**src/rtl/dmem_arbiter_pkg.sv**
```systemverilog
// Shared types and funct3 encodings for the data-memory arbiter.
package dmem_arb_pkg;

    typedef enum logic [1:0] {
        OWN_NONE = 2'd0,
        OWN_CORE = 2'd1,
        OWN_HOST = 2'd2
    } owner_e;

    localparam logic [2:0] F3_B  = 3'b000;
    localparam logic [2:0] F3_H  = 3'b001;
    localparam logic [2:0] F3_W  = 3'b010;
    localparam logic [2:0] F3_BU = 3'b100;
    localparam logic [2:0] F3_HU = 3'b101;

    // Context carried alongside a read from grant to data return.
    typedef struct packed {
        owner_e     owner;
        logic       zero_data;
        logic [1:0] off;
        logic [2:0] funct3;
    } rd_ctx_t;

endpackage

```
**src/rtl/dmem_arbiter_if.sv**
```systemverilog
// Core, host and BRAM signal bundle; slave is the arbiter's view.
interface dmem_arbiter_if #(
    parameter int unsigned ADDR_WIDTH = 12
);
    logic                  core_req;
    logic                  core_we;
    logic [ADDR_WIDTH+1:0] core_addr;
    logic [2:0]            core_funct3;
    logic [31:0]           core_wdata;
    logic                  core_gnt;
    logic                  core_misalign;
    logic                  core_rvalid;
    logic [31:0]           core_rdata;
    logic [1:0]            core_rd_offset;
    logic [2:0]            core_rd_funct3;

    logic                  host_req;
    logic                  host_we;
    logic [ADDR_WIDTH-1:0] host_addr;
    logic [3:0]            host_be;
    logic [31:0]           host_wdata;
    logic                  host_gnt;
    logic                  host_rvalid;
    logic [31:0]           host_rdata;

    logic                  mem_en;
    logic [3:0]            mem_we;
    logic [ADDR_WIDTH-1:0] mem_addr;
    logic [31:0]           mem_wdata;
    logic [31:0]           mem_rdata;

    modport slave (
        input  core_req, core_we, core_addr, core_funct3, core_wdata,
        output core_gnt, core_misalign, core_rvalid, core_rdata,
               core_rd_offset, core_rd_funct3,
        input  host_req, host_we, host_addr, host_be, host_wdata,
        output host_gnt, host_rvalid, host_rdata,
        output mem_en, mem_we, mem_addr, mem_wdata,
        input  mem_rdata
    );

    modport master (
        output core_req, core_we, core_addr, core_funct3, core_wdata,
        input  core_gnt, core_misalign, core_rvalid, core_rdata,
               core_rd_offset, core_rd_funct3,
        output host_req, host_we, host_addr, host_be, host_wdata,
        input  host_gnt, host_rvalid, host_rdata,
        input  mem_en, mem_we, mem_addr, mem_wdata,
        output mem_rdata
    );

endinterface

```
**src/rtl/dmem_arbiter_store_lane_gen.sv**
```systemverilog
// Byte enables, lane-replicated store data and misalignment for a core access.
module store_lane_gen
    import dmem_arb_pkg::*;
(
    input  logic [2:0]  funct3,
    input  logic [1:0]  off,
    input  logic [31:0] wdata,
    output logic [3:0]  be_c,
    output logic [31:0] lane_wdata_c,
    output logic        misalign_c
);

    // Size decode; anything not byte or half is handled as a word.
    always_comb begin
        be_c         = 4'b1111;
        lane_wdata_c = wdata;
        misalign_c   = (off != 2'b00);
        case (funct3)
            F3_B, F3_BU: begin
                be_c         = 4'b0001 << off;
                lane_wdata_c = {4{wdata[7:0]}};
                misalign_c   = 1'b0;
            end
            F3_H, F3_HU: begin
                be_c         = 4'b0011 << {off[1], 1'b0};
                lane_wdata_c = {2{wdata[15:0]}};
                misalign_c   = off[0];
            end
            default: ;
        endcase
    end

endmodule

```
**src/rtl/dmem_arbiter.sv**
```systemverilog
// Single-port data-memory arbiter: core priority, 1-cycle read return.
// Optional build macro HOST_FAIRNESS_EN lets a starved host win a conflict.
module dmem_arbiter
    import dmem_arb_pkg::*;
#(
    parameter int unsigned ADDR_WIDTH   = 12,
    parameter int unsigned STARVE_LIMIT = 4
) (
    input  logic           i_clk,
    input  logic           i_rst,
    dmem_arbiter_if.slave  bus
);

    if (STARVE_LIMIT == 0) begin : g_bad_limit
        $error("STARVE_LIMIT must be nonzero");
    end

    logic [3:0]  be_c;
    logic [31:0] lane_wdata_c;
    logic        misalign_c;
    logic        host_prio;
    logic        core_gnt_c;
    logic        host_gnt_c;
    logic        core_rv_c;
    logic        host_rv_c;
    rd_ctx_t     ctx_d;
    rd_ctx_t     ctx_q;

    store_lane_gen u_lane (
        .funct3       (bus.core_funct3),
        .off          (bus.core_addr[1:0]),
        .wdata        (bus.core_wdata),
        .be_c         (be_c),
        .lane_wdata_c (lane_wdata_c),
        .misalign_c   (misalign_c)
    );

`ifdef HOST_FAIRNESS_EN
    localparam int unsigned CNT_W = $clog2(STARVE_LIMIT + 1);
    logic [CNT_W-1:0] starve_cnt;

    assign host_prio = (starve_cnt == CNT_W'(STARVE_LIMIT));

    // Count conflicts the host lost; any host grant or idle host clears it.
    always_ff @(posedge i_clk) begin
        if (i_rst) begin
            starve_cnt <= '0;
        end else if (!bus.host_req || host_gnt_c) begin
            starve_cnt <= '0;
        end else if (core_gnt_c) begin
            starve_cnt <= starve_cnt + CNT_W'(1);
        end
    end
`else
    assign host_prio = 1'b0;
`endif

    // Grant selection: core wins unless the host has earned priority.
    always_comb begin
        core_gnt_c = ~i_rst & bus.core_req & ~(bus.host_req & host_prio);
        host_gnt_c = ~i_rst & bus.host_req & ~core_gnt_c;
    end

    // Memory drive and read-context capture for the granted access.
    always_comb begin
        bus.mem_en    = 1'b0;
        bus.mem_we    = 4'b0000;
        bus.mem_addr  = '0;
        bus.mem_wdata = '0;
        ctx_d         = '0;
        ctx_d.owner   = OWN_NONE;
        if (core_gnt_c) begin
            bus.mem_en   = ~misalign_c;
            bus.mem_addr = bus.core_addr[ADDR_WIDTH+1:2];
            if (bus.core_we && !misalign_c) begin
                bus.mem_we    = be_c;
                bus.mem_wdata = lane_wdata_c;
            end
            if (!bus.core_we) begin
                ctx_d.owner     = OWN_CORE;
                ctx_d.zero_data = misalign_c;
                ctx_d.off       = bus.core_addr[1:0];
                ctx_d.funct3    = bus.core_funct3;
            end
        end else if (host_gnt_c) begin
            bus.mem_en   = 1'b1;
            bus.mem_addr = bus.host_addr;
            if (bus.host_we) begin
                bus.mem_we    = bus.host_be;
                bus.mem_wdata = bus.host_wdata;
            end else begin
                ctx_d.owner = OWN_HOST;
            end
        end
    end

    // Read-return context register.
    always_ff @(posedge i_clk) begin
        if (i_rst) begin
            ctx_q <= '0;
        end else begin
            ctx_q <= ctx_d;
        end
    end

    // Route returned data to the owner only; everything reads zero in reset.
    always_comb begin
        core_rv_c          = ~i_rst & (ctx_q.owner == OWN_CORE);
        host_rv_c          = ~i_rst & (ctx_q.owner == OWN_HOST);
        bus.core_gnt       = core_gnt_c;
        bus.host_gnt       = host_gnt_c;
        bus.core_misalign  = core_gnt_c & misalign_c;
        bus.core_rvalid    = core_rv_c;
        bus.core_rdata     = (core_rv_c && !ctx_q.zero_data) ? bus.mem_rdata : 32'd0;
        bus.core_rd_offset = core_rv_c ? ctx_q.off : 2'd0;
        bus.core_rd_funct3 = core_rv_c ? ctx_q.funct3 : 3'd0;
        bus.host_rvalid    = host_rv_c;
        bus.host_rdata     = host_rv_c ? bus.mem_rdata : 32'd0;
    end

endmodule

```
**src/flat_wrapper.sv**
```systemverilog
// flat-port wrapper written by rule: the top's interface ports become plain ports
module dmem_arbiter_flat import dmem_arb_pkg::*;
#(
    parameter int unsigned ADDR_WIDTH   = 12,
    parameter int unsigned STARVE_LIMIT = 4
)
  (i_clk, i_rst, bus_core_req, bus_core_we, bus_core_addr, bus_core_funct3, bus_core_wdata, bus_core_gnt, bus_core_misalign, bus_core_rvalid, bus_core_rdata, bus_core_rd_offset, bus_core_rd_funct3, bus_host_req, bus_host_we, bus_host_addr, bus_host_be, bus_host_wdata, bus_host_gnt, bus_host_rvalid, bus_host_rdata, bus_mem_en, bus_mem_we, bus_mem_addr, bus_mem_wdata, bus_mem_rdata);
  dmem_arbiter_if #(.ADDR_WIDTH(ADDR_WIDTH)) bus_i ();
  input  logic i_clk;
  input  logic i_rst;
  input wire logic [$bits(bus_i.core_req)-1:0] bus_core_req;
  input wire logic [$bits(bus_i.core_we)-1:0] bus_core_we;
  input wire logic [$bits(bus_i.core_addr)-1:0] bus_core_addr;
  input wire logic [$bits(bus_i.core_funct3)-1:0] bus_core_funct3;
  input wire logic [$bits(bus_i.core_wdata)-1:0] bus_core_wdata;
  output wire logic [$bits(bus_i.core_gnt)-1:0] bus_core_gnt;
  output wire logic [$bits(bus_i.core_misalign)-1:0] bus_core_misalign;
  output wire logic [$bits(bus_i.core_rvalid)-1:0] bus_core_rvalid;
  output wire logic [$bits(bus_i.core_rdata)-1:0] bus_core_rdata;
  output wire logic [$bits(bus_i.core_rd_offset)-1:0] bus_core_rd_offset;
  output wire logic [$bits(bus_i.core_rd_funct3)-1:0] bus_core_rd_funct3;
  input wire logic [$bits(bus_i.host_req)-1:0] bus_host_req;
  input wire logic [$bits(bus_i.host_we)-1:0] bus_host_we;
  input wire logic [$bits(bus_i.host_addr)-1:0] bus_host_addr;
  input wire logic [$bits(bus_i.host_be)-1:0] bus_host_be;
  input wire logic [$bits(bus_i.host_wdata)-1:0] bus_host_wdata;
  output wire logic [$bits(bus_i.host_gnt)-1:0] bus_host_gnt;
  output wire logic [$bits(bus_i.host_rvalid)-1:0] bus_host_rvalid;
  output wire logic [$bits(bus_i.host_rdata)-1:0] bus_host_rdata;
  output wire logic [$bits(bus_i.mem_en)-1:0] bus_mem_en;
  output wire logic [$bits(bus_i.mem_we)-1:0] bus_mem_we;
  output wire logic [$bits(bus_i.mem_addr)-1:0] bus_mem_addr;
  output wire logic [$bits(bus_i.mem_wdata)-1:0] bus_mem_wdata;
  input wire logic [$bits(bus_i.mem_rdata)-1:0] bus_mem_rdata;
  assign bus_i.core_req = bus_core_req;
  assign bus_i.core_we = bus_core_we;
  assign bus_i.core_addr = bus_core_addr;
  assign bus_i.core_funct3 = bus_core_funct3;
  assign bus_i.core_wdata = bus_core_wdata;
  assign bus_core_gnt = bus_i.core_gnt;
  assign bus_core_misalign = bus_i.core_misalign;
  assign bus_core_rvalid = bus_i.core_rvalid;
  assign bus_core_rdata = bus_i.core_rdata;
  assign bus_core_rd_offset = bus_i.core_rd_offset;
  assign bus_core_rd_funct3 = bus_i.core_rd_funct3;
  assign bus_i.host_req = bus_host_req;
  assign bus_i.host_we = bus_host_we;
  assign bus_i.host_addr = bus_host_addr;
  assign bus_i.host_be = bus_host_be;
  assign bus_i.host_wdata = bus_host_wdata;
  assign bus_host_gnt = bus_i.host_gnt;
  assign bus_host_rvalid = bus_i.host_rvalid;
  assign bus_host_rdata = bus_i.host_rdata;
  assign bus_mem_en = bus_i.mem_en;
  assign bus_mem_we = bus_i.mem_we;
  assign bus_mem_addr = bus_i.mem_addr;
  assign bus_mem_wdata = bus_i.mem_wdata;
  assign bus_i.mem_rdata = bus_mem_rdata;
  dmem_arbiter #(.ADDR_WIDTH(ADDR_WIDTH), .STARVE_LIMIT(STARVE_LIMIT)) u_core (.i_clk(i_clk), .i_rst(i_rst), .bus(bus_i));
endmodule
```
**config.mk**
```make
export PLATFORM = sky130hd
export DESIGN_NAME = dmem_arbiter_flat
export DESIGN_NICKNAME = d
export VERILOG_FILES = /design/src/rtl/dmem_arbiter_pkg.sv /design/src/rtl/dmem_arbiter_if.sv /design/src/rtl/dmem_arbiter_store_lane_gen.sv /design/src/rtl/dmem_arbiter.sv /design/src/flat_wrapper.sv
export SDC_FILE = /design/constraint.sdc
export NUM_CORES = 1
export LEC_CHECK = 0
export ABC_CLOCK_PERIOD_IN_PS = 3500
export BUFFER_PORTS_ARGS = -buffer_cell sky130_fd_sc_hd__buf_2
export CAP_MARGIN = 20
export CELL_PAD_IN_SITES_DETAIL_PLACEMENT = 0
export CELL_PAD_IN_SITES_GLOBAL_PLACEMENT = 1
export CORE_ASPECT_RATIO = 0.6
export CORE_MARGIN = 2
export CORE_UTILIZATION = 18
export DETAILED_ROUTE_END_ITERATION = 8
export PLACE_DENSITY = 0.86
export RECOVER_POWER = 25
export SLEW_MARGIN = 20
export SYNTH_ARGS = -nofsm -noshare
export SYNTH_HDL_FRONTEND = slang
export SYNTH_SLANG_ARGS = --single-unit
export TNS_END_PERCENT = 50
```
**constraint.sdc**
```tcl
create_clock -name i_clk -period 3.5 [get_ports i_clk]
set_input_delay 0.35 -clock i_clk [delete_from_list [all_inputs] [get_ports i_clk]]
set_output_delay 0.35 -clock i_clk [all_outputs]
set_load 0.005 [all_outputs]
```
# After elaboration in Yosys (flattened, before gate mapping)
# Index checks and enable logic that the tools add are counted.
classes:
  n_eq_ne: 5
  n_shift: 2
  mux: 23
  n_bitwise: 9
  reduce_logical: 9
ops:
  columns: ["operator", "n"]
  rows:
  - ["two-way mux 32 bit", 6]
  - ["case mux 32 bit (2 select lines)", 1]
  - ["two-way mux 12 bit", 2]
  - ["two-way mux 4 bit", 4]
  - ["two-way mux 2 bit", 4]
  - ["case mux 4 bit (2 select lines)", 1]
  - ["two-way mux 7 bit", 1]
  - ["AND 1 bit", 6]
  - ["== test 3 bit, second input constant", 2]
  - ["OR reduction 2 bit", 2]
  - ["left shift 1 x 2 -> 4 bit, first input constant", 1]
  - ["left shift 2 x 2 -> 4 bit, first input constant", 1]
  - ["== test 3 x 1 -> 1 bit, second input constant", 1]
  - ["zero test 3 bit", 1]
  - ["two-way mux 3 bit", 1]
  - ["NOT 1 bit", 3]
  - ["OR reduction 3 bit", 1]
  - ["== test 2 x 1 -> 1 bit, second input constant", 1]
  - ["== test 2 bit, second input constant", 1]
  - ["logical AND 1 bit", 2]
  - ["zero test 1 bit", 2]
  - ["two-way mux 1 bit", 2]
  - ["case mux 1 bit (2 select lines)", 1]
  - ["nonzero test 2 bit", 1]
word_totals:
  reg_bits: 8
  input_bits: 135
  out_inout_bits: 123
  wordCells: 52

# Logic depth before layout (Yosys ltp)
# Gate-level depths: netlist of the first run.
logic_depth:
  word_depth: 7
  mapped_depth: 5
  depth_no_buf: 4

# Modules after synthesis
# A second synthesis of the first run with hierarchy kept.
hier_totals:
  hier_cells: 222
  hier_area_um2: 1745.4
by_module_without_submodules:
  columns: ["module", "instances", "cells_per_inst", "area_per_inst_um2", "seq_area_each_um2"]
  rows:
  - ["dmem_arbiter", 1, 159, 1223.7, 160.2]
  - ["store_lane_gen", 1, 63, 521.8, 0.0]

# Least setup slack after synthesis of the first run
# Ideal clock, no wire load.
synth_path:
  path_type: "in2out"
  from: "in i_rst"
  to: "out bus_core_rdata[11]"
  arrival_ns: 1.208
  t_required_ns: 3.150
  slack_ns: 1.942
  stages: 4
  path_buffers: 1
  path_cell_list: "nor3b_2 > and2b_1 > clkbuf_1 > and2_1"
synth_between:
  elab_chain_len: 4
synth_lines:
  columns: ["element", "line", "text"]
  rows:
  - ["start: declaration", "flat_wrapper.sv:10", "input logic i_rst;"]
  - ["NOT 1 bit", "dmem_arbiter.sv:108", "core_rv_c = ~i_rst & (ctx_q.owner == OWN_CORE);"]
  - ["AND 1 bit", "dmem_arbiter.sv:108", null]
  - ["logical AND 1 bit", "dmem_arbiter.sv:114", "bus.core_rdata = (core_rv_c && !ctx_q.zero_data) ? bus.mem_rdata : 32'd0;"]
  - ["two-way mux 32 bit", "dmem_arbiter.sv:114", null]
  - ["end: declaration", "flat_wrapper.sv:19", "output wire logic [$bits(bus_i.core_rdata)-1:0] bus_core_rdata;"]
# No other way between the ends.

# Worst setup path after layout of the first run
layout_path:
  from: "reg u_core.ctx_q[6] (netlist bit)"
  to: "out bus_core_rdata[11]"
layout_between:
  elab_chain_len: 4
layout_lines:
  columns: ["element", "line", "text"]
  rows:
  - ["start: declaration", "dmem_arbiter.sv:27", "rd_ctx_t ctx_q;"]
  - ["start signal: assignment", "dmem_arbiter.sv:102", "ctx_q <= ctx_d;"]
  - ["== test 2 x 1 -> 1 bit", "dmem_arbiter.sv:108", null]
  - ["AND 1 bit", "dmem_arbiter.sv:108", null]
  - ["logical AND 1 bit", "dmem_arbiter.sv:114", null]
  - ["two-way mux 32 bit", "dmem_arbiter.sv:114", null]
# No other way between the ends.

==> summary.txt, run 1 <==
=====================================================================================
Count of cell types in the netlist                                                 29
Quantity of hold-fixing buffers added after cts                                     0
Worst Hold Path Cells                                                               2
CTS buffer count                                                                    3
Global-route wire length before repair                                        12.0 mm
Post-synthesis adder-cell area fraction                                            0%
Number of violations of the max-capacitance limit                                   1
Fraction of synthesized cell area taken by the top area cell type               29.0%
Count of boundary I/O pins                                                        258
Area growth from synthesis to final layout                                      87.2%
Cell accounting for the most synthesized area                                  and2_1
Fraction of registers with async set/reset                                         0%
Detail Placement HPWL                                                         6.74 mm
Synth Area in Compound Gates                                                    26.1%
Root cell of the clock tree                                                 clkbuf_16
Antenna Violating Nets Remaining                                                    0
Type of origin of the critical path                                              flop
Number of warning messages in the yosys log                                         0
Xor-xnor portion of the synthesized cell area                                  0.542%
Number of I/O port buffers                                                        257
Final-layout setup total negative slack                                          0 ps
Cell area after placement                                                  2990 sq um
Share of post-route cells with drive strength above 1                           53.5%
Worst slew margin relative to its limit                                        -6.85%
Register containing the most flip-flops in the final layout              u_core.ctx_q
Overall via count from detail_route                                              2602
Pwr Density                                                               167 nW/um^2
Top achievable clock speed                                                    373 MHz
Number of vias per cell                                                          4.43
Std cell rows                                                                      26
Number of setup buffers added after CTS                                             0
Amount of wire on met2 after detailed routing                                 3.70 mm
FF+latch count, synth                                                               8
Number of gates resized after cts                                                   0
Slew Limit Fails                                                                   16
Clock net sink count                                                                8
Sequential share of the synthesized area                                        9.91%
Synth area leaders                                                       and2_1, a22o_1, mux2i_1, dfxtp_1, o21ai_0
Area of the core                                                           8620 sq um
Number of nets produced by synthesis                                              367
Synth Flop Type                                                               dfxtp_1
Capturing instance or port of the critical path                          bus_core_rdata[11]
Area of the die                                                            9780 sq um
Via count of the first global-routing pass                                       2399
Mean post-synth cell area                                                  6.97 sq um
Final WL                                                                      7.92 mm
Combinational family with the most area after synthesis                  simple AND/OR/NAND/NOR gates
Top sig layer                                                                    met4
Number of cells produced by synthesis                                             232
Simple-gate area share of the yosys netlist                                     42.6%
Top library cells by usage in the layout, fill and taps aside            buf_2, and2_1, a22o_1
Initial DRT Pass Iterations                                                         4
Violated checks                                                          max-capacitance violations, max-slew violations
Data arrival time at the worst-slack endpoint                                 2330 ps
Crit Path Class                                                          flop to output pin
Run status                                                               finished, violations left
Largest net degree at the start of global routing                                  37
Transition time at the pin with the least slew margin                         1600 ps
Clock-pin slew of the registers on the worst-case setup and hold paths          40 ps
Antenna diodes                                                                      0
Required time at the endpoint of the critical path                            3150 ps
Die Wd                                                                    126 microns
Share of the clock period used by the worst path                                76.7%
Total grt overflow                                                                  0
Cell leakage power                                                            1.86 nW
Post-route cell area                                                       3030 sq um
Y dimension of the die                                                   77.4 microns
Number of remaining DRC errors                                                      0
Initial Utilization                                                             18.8%
Flip-flop count of the largest register, all copies and words added                 8
Initial detailed-routing violation count                                          104
Placer congestion estimate                                                      0.870
CTS tree                                                                          yes
Largest fanout of any net on the critical path                                     32
Met1 layer wirelength in the final routing                                    3.54 mm
Number of failing hold endpoints at the final stage                                 0
Capturing element type of the critical path                                output pin
Netlist Area Pre-Place                                                     1620 sq um
Overall track demand over capacity in global routing                            14.8%
Wirelength per Cell                                                      13.5 microns
Number of flops mapped to enable cells by yosys                                     0
Power Total                                                                0.000504 W
Post-layout min period                                                        2680 ps
Regs by FF count                                                         u_core.ctx_q (8)
Number of antenna violations at the first check in global routing                   0
Clock buffer depth                                                                  2
Most frequent standard cell in the layout excluding fill and tap cells          buf_2
Setup violations, final                                                             0
Number of filler instances in the final layout                                    960
Proportion of synthesized area in mux cells                                     14.9%
Highest ir drop seen on vdd                                                    148 uV
H-tree Lvls                                                                         1
Unrepaired setup endpoints after global routing                                 false
Number of nets in the finished design                                             612
Critical path startpoint                                                 u_core.ctx_q[6]
Worst min path class                                                     input pin to flop
Sum of met3 wire segment lengths after detailed routing                   649 microns
=====================================================================================
[per-layer routing]
| metal | track usage (%) | vias up |
|---|---|---|
| met5 | 0 | - |
| met4 | 1.54 | 0 |
| met3 | 3.86 | 2 |
| met2 | 24.7 | 119 |
| met1 | 19.8 | 1182 |
| li1 | - | 1299 |
[synth_stat cells, types with 2 or more instances]
| cell type | number |
|---|---|
| and2_1 | 75 |
| a22o_1 | 29 |
| nand2_1 | 28 |
| o21ai_0 | 26 |
| mux2i_1 | 24 |
| buf_2 | 9 |
| dfxtp_1 | 8 |
| clkbuf_1 | 5 |
| nor2_1 | 4 |
| clkbuf_2 | 3 |
| nor3b_1 | 2 |
| o31ai_1 | 2 |
[worst min path at each step]
stage                startpoint         endpoint  slack [ps]
floorplan           bus_host_we  u_core.ctx_q[7]         420
global placement    bus_host_we  u_core.ctx_q[7]         530
detailed placement  bus_host_we  u_core.ctx_q[7]         540
CTS                 bus_host_we  u_core.ctx_q[7]         300
global route        bus_host_we  u_core.ctx_q[7]         310
finish              bus_host_we  u_core.ctx_q[7]         300
[metrics by stage]
step,instances,util [%],hold WS (ps),setup WS (ps)
5_1_grt,587,35.1,308,539
2_1_floorplan,232,-,422,1940
6_report,587,35.1,298,817
4_1_cts,587,35.5,299,973
3_3_place_gp,584,34.7,530,1150
3_5_place_dp,584,34.7,539,983
[critical path, cell delays in order, from the launching register on]
cell and delay [ps]:
dfxtp_1 320, nor3b_1 690, and2b_1 720, and2_1 240
buf_2 110
[cell families (layout without fill, tap and decap cells)]
logic type	after synthesis	count (layout)
compound gates	60	60
flops	8	8
simple gates	119	119
buf+inv	20	263
xor+xnor	1	1
mux	24	24
[final cells by class]
class,count,area [sq um],area share [%]
well taps,112,140,4.63
clock buffers,3,75.1,2.48
inverters,1,3.75,0.124
multi-input cells,204,1360,45.0
repair buffers,259,1290,42.5
flip-flops and latches,8,160,5.29
[where the power goes]
part	switching, W	total, W	internal, W
Clock	0.0000447	0.000192	0.000147
Sequential	0.000000646	0.0000949	0.0000943
Combinational	0.000102	0.000217	0.000116
Note: power is estimated with default switching activity, not from simulation.
==> run 2: changes to the inputs <==
ABC_AREA = 1   (was default)
ABC_CLOCK_PERIOD_IN_PS = 2600   (was 3500)
PLACE_DENSITY = 0.8   (was 0.86)
clock period = 2.6 ns   (was 3.5 ns; I/O delays follow)
==> summary.txt, run 2 <==
=====================================================================================
Run status                                                               complete, no violations
Number of I/O port buffers                                                        257   unchanged
Quantity of hold-fixing buffers added after cts                                     0   unchanged
Wirelength per Cell                                                      12.0 microns   -11%
Capturing element type of the critical path                                output pin
Data arrival time at the worst-slack endpoint                                 1570 ps   -760 ps
Placer congestion estimate                                                      0.880   +1.1%
Type of origin of the critical path                                              flop
Initial Utilization                                                             18.8%   +0.057 points
Transition time at the pin with the least slew margin                          647 ps   -953 ps
Regs by FF count                                                         u_core.ctx_q (8)
Die Wd                                                                    141 microns   +12%
Clock-pin slew of the registers on the worst-case setup and hold paths          40 ps   about the same
CTS buffer count                                                                    3   unchanged
Cell leakage power                                                            2.37 nW   +28%
Area growth from synthesis to final layout                                      68.4%
Top achievable clock speed                                                    548 MHz
Post-layout util                                                                31.7%   -3.4 points
Detail Placement HPWL                                                         8.16 mm   +21%
Power Total                                                                0.000737 W   +46%
Std cell rows                                                                      29   +12%
Number of remaining DRC errors                                                      0   unchanged
Netlist Area Pre-Place                                                     2030 sq um   +25%
Initial detailed-routing violation count                                          177   +70%
Largest fanout of any net on the critical path                                     32   unchanged
Critical path startpoint                                                 u_core.ctx_q[6]
Crit Path Class                                                          flop to output pin
Total grt overflow                                                                  0   unchanged
Post-layout min period                                                        1830 ps
Fraction of registers with async set/reset                                         0%   unchanged
Overall via count from detail_route                                              3304   +27%
Global-route wire length before repair                                        13.9 mm   +16%
Clock net sink count                                                                8   unchanged
Worst min path class                                                     input pin to flop
Number of nets in the finished design                                             791   +29%
Largest net degree at the start of global routing                                  34   -8.1%
Number of violations of the max-capacitance limit                                   0   -1
Final WL                                                                      9.52 mm   +20%
CTS tree                                                                          yes
Count of boundary I/O pins                                                        258   unchanged
Number of failing hold endpoints at the final stage                                 0   unchanged
Number of vias per cell                                                          4.17   -6.0%
H-tree Lvls                                                                         1   unchanged
Overall track demand over capacity in global routing                            14.1%   -0.65 points
Pwr Density                                                               216 nW/um^2   +30%
Fraction of synthesized cell area taken by the top area cell type               24.6%   -4.4 points
Flip-flop count of the largest register, all copies and words added                 8   unchanged
Crit-path slowest cell                                                        nand2_2
Most used standard cell by instance count after synthesis                     nand2_1
CP bufs+invs                                                                        2   +1
Most frequent standard cell in the layout excluding fill and tap cells          buf_2
Via count of the first global-routing pass                                       2724   +14%
Antenna diodes                                                                      0   unchanged
Synth area leaders                                                       nand2_1, nor2_1, inv_1, dfxtp_1, o21bai_2
Number of flops mapped to enable cells by yosys                                     0   unchanged
FF+latch count, synth                                                               8   unchanged
Beginning of the worst hold path                                         bus_core_funct3[2]
Sequential share of the synthesized area                                        7.90%   -2.0 points
Y dimension of the die                                                   86.2 microns   +11%
Final-layout setup total negative slack                                          0 ps   unchanged
Number of antenna violations at the first check in global routing                   0   unchanged
Number of gates resized after cts                                                   0   unchanged
Clock buffer depth                                                                  2   unchanged
Initial DRT Pass Iterations                                                         5   +1
Synth Flop Type                                                               dfxtp_1
Mean post-synth cell area                                                  4.91 sq um   -30%
Number of nets produced by synthesis                                              548   +49%
Root cell of the clock tree                                                 clkbuf_16
Number of warning messages in the yosys log                                         0   unchanged
Area of the core                                                          10800 sq um   +25%
Required time at the endpoint of the critical path                            2340 ps   -810 ps
Setup violations, final                                                             0   unchanged
Critical Path Max Stage Delay                                                  390 ps   -330 ps
Worst slew margin relative to its limit                                         56.9%   +64 points
Dominant delay contributor by cell family on the critical path           simple AND/OR/NAND/NOR gates
Slew Limit Fails                                                                    0   -16
Count of cell types in the netlist                                                 25   -14%
Highest ir drop seen on vdd                                                    192 uV   +30%
Unrepaired setup endpoints after global routing                                 false
Share of post-route cells with drive strength above 1                           41.6%   -12 points
Number of setup buffers added after CTS                                             0   unchanged
Share of the clock period used by the worst path                                70.2%
Cell accounting for the most synthesized area                                 nand2_1
Antenna Violating Nets Remaining                                                    0   unchanged
Number of cells produced by synthesis                                             413   +78%
Area of the die                                                           12200 sq um   +24%
Commonest cells in the netlist                                           nand2_1, nor2_1, inv_1, o21ai_0, nand4_1
Top library cells by usage in the layout, fill and taps aside            buf_2, nand2_1, nor2_1
Register containing the most flip-flops in the final layout              u_core.ctx_q
Sequence of cells on the critical path                                   inv_1 > nor3_4 > nand2_2 > nor2_1 > buf_2
=====================================================================================
[run 2: kinds of logic after synthesis]
kind of cell	share of synthesized area [%]
buf+inv	20.8
flops	7.90
simple gates	59.6
compound gates	11.7
[run 2: final timing paths]
check                           end  slack (ps)  cells after the start
setup / recovery  bus_core_rdata[0]         770                      5
hold / removal      u_core.ctx_q[2]         260                      3
[run 2: layout make-up]
class / count / area [sq um]
Multi-Input combinational cell: 313 / 1450
Sequential cell: 8 / 160
Tap cell: 139 / 174
Fill cell: 1231 / 7360
Clock buffer: 3 / 75.1
Timing Repair Buffer: 261 / 1290
Inverter: 69 / 264
[run 2: through the flow]
stage	setup slack, ps	area, sq um	instances	hold WS [ps]
finish	775	3410	793	256
global placement	786	3360	790	493
CTS	712	3430	793	256
global route	565	3410	793	269
floorplan	1370	2030	413	353
detailed placement	774	3360	790	492
[run 2: metal layers]
layer  wire length [microns]  global-route usage, %
met1                    4340                   20.3
met2                    4180                   23.1
met3                     932                   1.82
met4                      69                   2.18
met5                       0                      0
[run 2: where the power goes]
part / internal (W) / total, W / switching [W]
Sequential: 0.000127 / 0.000128 / 0.00000138
Combinational: 0.000156 / 0.000352 / 0.000197
Clock: 0.000198 / 0.000256 / 0.0000579
Total: 0.000481 / 0.000737 / 0.000256
[run 2: worst min-delay path: stages]
cell    delay (ps)
buf_2           80
inv_1           30
nor2_1          80
==> run 3: changes to the inputs <==
ABC_AREA = 0   (was 1)
ABC_CLOCK_PERIOD_IN_PS = 1690   (was 2600)
CORE_UTILIZATION = 16   (was 18)
PLACE_DENSITY = 0.77   (was 0.8)
clock period = 1.69 ns   (was 2.6 ns; I/O delays follow)
==> summary.txt, run 3 (same netlist as run 1, synthesis figures left out) <==
=====================================================================================
Run status                                                               complete, no violations
Area growth from synthesis to final layout                                      95.7%
Capturing element type of the critical path                                output pin
Clock buffer depth                                                                  2   unchanged
Flip-flop count of the largest register, all copies and words added                 8   unchanged
Cell leakage power                                                            1.91 nW   -19%
Critical path startpoint                                                        i_rst
Worst min path class                                                     input pin to flop
Slew Limit Fails                                                                    0   unchanged
Antenna diodes                                                                      0   unchanged
Capturing instance or port of the critical path                          bus_mem_wdata[12]
Unrepaired setup endpoints after global routing                                 false
Number of nets in the finished design                                             624   -21%
Type of origin of the critical path                                         input pin
Worst slack at placement                                                      28.6 ps   -745 ps
Transition time at the pin with the least slew margin                          412 ps   -234 ps
Via count of the first global-routing pass                                       2266   -17%
Total grt overflow                                                                  0   unchanged
Initial DRT Pass Iterations                                                         4   -1
Die Wd                                                                    134 microns   -5.1%
Largest fanout of any net on the critical path                                     17   -47%
Y dimension of the die                                                   81.9 microns   -5.0%
Antenna Violating Nets Remaining                                                    0   unchanged
Worst slew margin relative to its limit                                         72.4%   +16 points
Clock net sink count                                                                8   unchanged
Number of failing hold endpoints at the final stage                                 0   unchanged
CTS buffer count                                                                    3   unchanged
Count of boundary I/O pins                                                        258   unchanged
Final WL                                                                      8.22 mm   -14%
Largest net degree at the start of global routing                                  37   +8.8%
Pwr Density                                                               339 nW/um^2   +57%
Setup violations, final                                                             0   unchanged
Wirelength per Cell                                                      13.2 microns   +10%
Detail Placement HPWL                                                         7.07 mm   -13%
Overall track demand over capacity in global routing                            13.0%   -1.1 points
Worst-case setup margin in the final layout                                    154 ps   -621 ps
Clock-pin slew of the registers on the worst-case setup and hold paths          40 ps   about the same
Share of post-route cells with drive strength above 1                           54.2%   +13 points
Regs by FF count                                                         u_core.ctx_q (8)
Quantity of hold-fixing buffers added after cts                                     0   unchanged
Number of setup buffers added after CTS                                             0   unchanged
Top achievable clock speed                                                    651 MHz
Worst hold margin                                                              117 ps   -140 ps
Number of remaining DRC errors                                                      0   unchanged
CTS tree                                                                          yes
Number of antenna violations at the first check in global routing                   0   unchanged
Post-layout min period                                                        1540 ps
Area of the core                                                           9840 sq um   -8.6%
Final-layout setup total negative slack                                          0 ps   unchanged
Overall via count from detail_route                                              2612   -21%
Crit Path Class                                                          input pin to output pin
Count of placed standard cells in the final layout, fillers left out              622   -22%
H-tree Lvls                                                                         1   unchanged
Initial Utilization                                                             16.4%   -2.4 points
Std cell rows                                                                      28   -3.4%
Global-route wire length before repair                                        11.4 mm   -18%
Required time at the endpoint of the critical path                            1520 ps   -820 ps
Number of violations of the max-capacitance limit                                   0   unchanged
Data arrival time at the worst-slack endpoint                                 1370 ps   -200 ps
Top library cells by usage in the layout, fill and taps aside            buf_2, and2_1, a22o_1
Placer congestion estimate                                                      0.850   -3.4%
Number of I/O port buffers                                                        257   unchanged
Register containing the most flip-flops in the final layout              u_core.ctx_q
Number of vias per cell                                                          4.20   +0.79%
Initial detailed-routing violation count                                           95   -46%
Area of the die                                                           11000 sq um   -9.9%
Root cell of the clock tree                                                 clkbuf_16
Share of the clock period used by the worst path                                90.9%
Most frequent standard cell in the layout excluding fill and tap cells          buf_2
Highest ir drop seen on vdd                                                    250 uV   +30%
Cell total after placement                                                        619   -22%
=====================================================================================
run 3: cell type report:
type                            count  area [sq um]
Tap cell                          135           169
Clock buffer                        3          75.1
Timing Repair Buffer              271          1390
Inverter                            1          3.75
Sequential cell                     8           160
Multi-Input combinational cell    204          1370
Fill cell                        1082          6680
run 3: critical path, cell delays in order:
cell and delay, ps:
clkbuf_1 100, buf_4 160, nand2b_1 200, inv_1 100
nand4_1 90, buf_4 200, o21ai_0 200, buf_2 150
run 3: per-layer routing:
metal / up-vias / GRT usage, % / wire length [microns]
li1: 1314 / - / -
met1: 1167 / 17.7 / 3580
met2: 127 / 21.9 / 3800
met3: 4 / 2.47 / 799
met4: 0 / 2.23 / 42
met5: - / 0 / 0
run 3: power breakdown:
part	switching (W)	internal, W	total [W]
combinational	0.000219	0.000254	0.000473
sequential	0.00000150	0.000195	0.000197
clock	0.0000978	0.000306	0.000403
total	0.000319	0.000755	0.00107
run 3: metrics by stage:
stage | total power, W | cell area, sq um | utilization (%)
2_1_floorplan | 0.000379 | 1620 | -
3_3_place_gp | 0.000673 | 3120 | 31.6
3_5_place_dp | 0.000681 | 3120 | 31.6
4_1_cts | 0.00110 | 3190 | 32.4
5_1_grt | 0.00115 | 3160 | 32.1
6_report | 0.00107 | 3160 | 32.1
run 3: worst min-delay path by stage:
stage / to / from / slack, ps / cells past startpoint
final: u_core.ctx_q[7] / bus_host_we / 120 / 2
after global routing: u_core.ctx_q[7] / bus_host_we / 130 / 2
after CTS: u_core.ctx_q[7] / bus_host_we / 120 / 2
after detailed placement: u_core.ctx_q[7] / bus_host_we / 360 / 2
after global placement: u_core.ctx_q[7] / bus_host_we / 350 / 2
after floorplan: u_core.ctx_q[7] / bus_host_we / 240 / 1
run 3: timing repair:
item	in CTS	in global routing
setup endpoints to repair	0	23
gates resized for setup	0	2
hold endpoints to repair	0	0
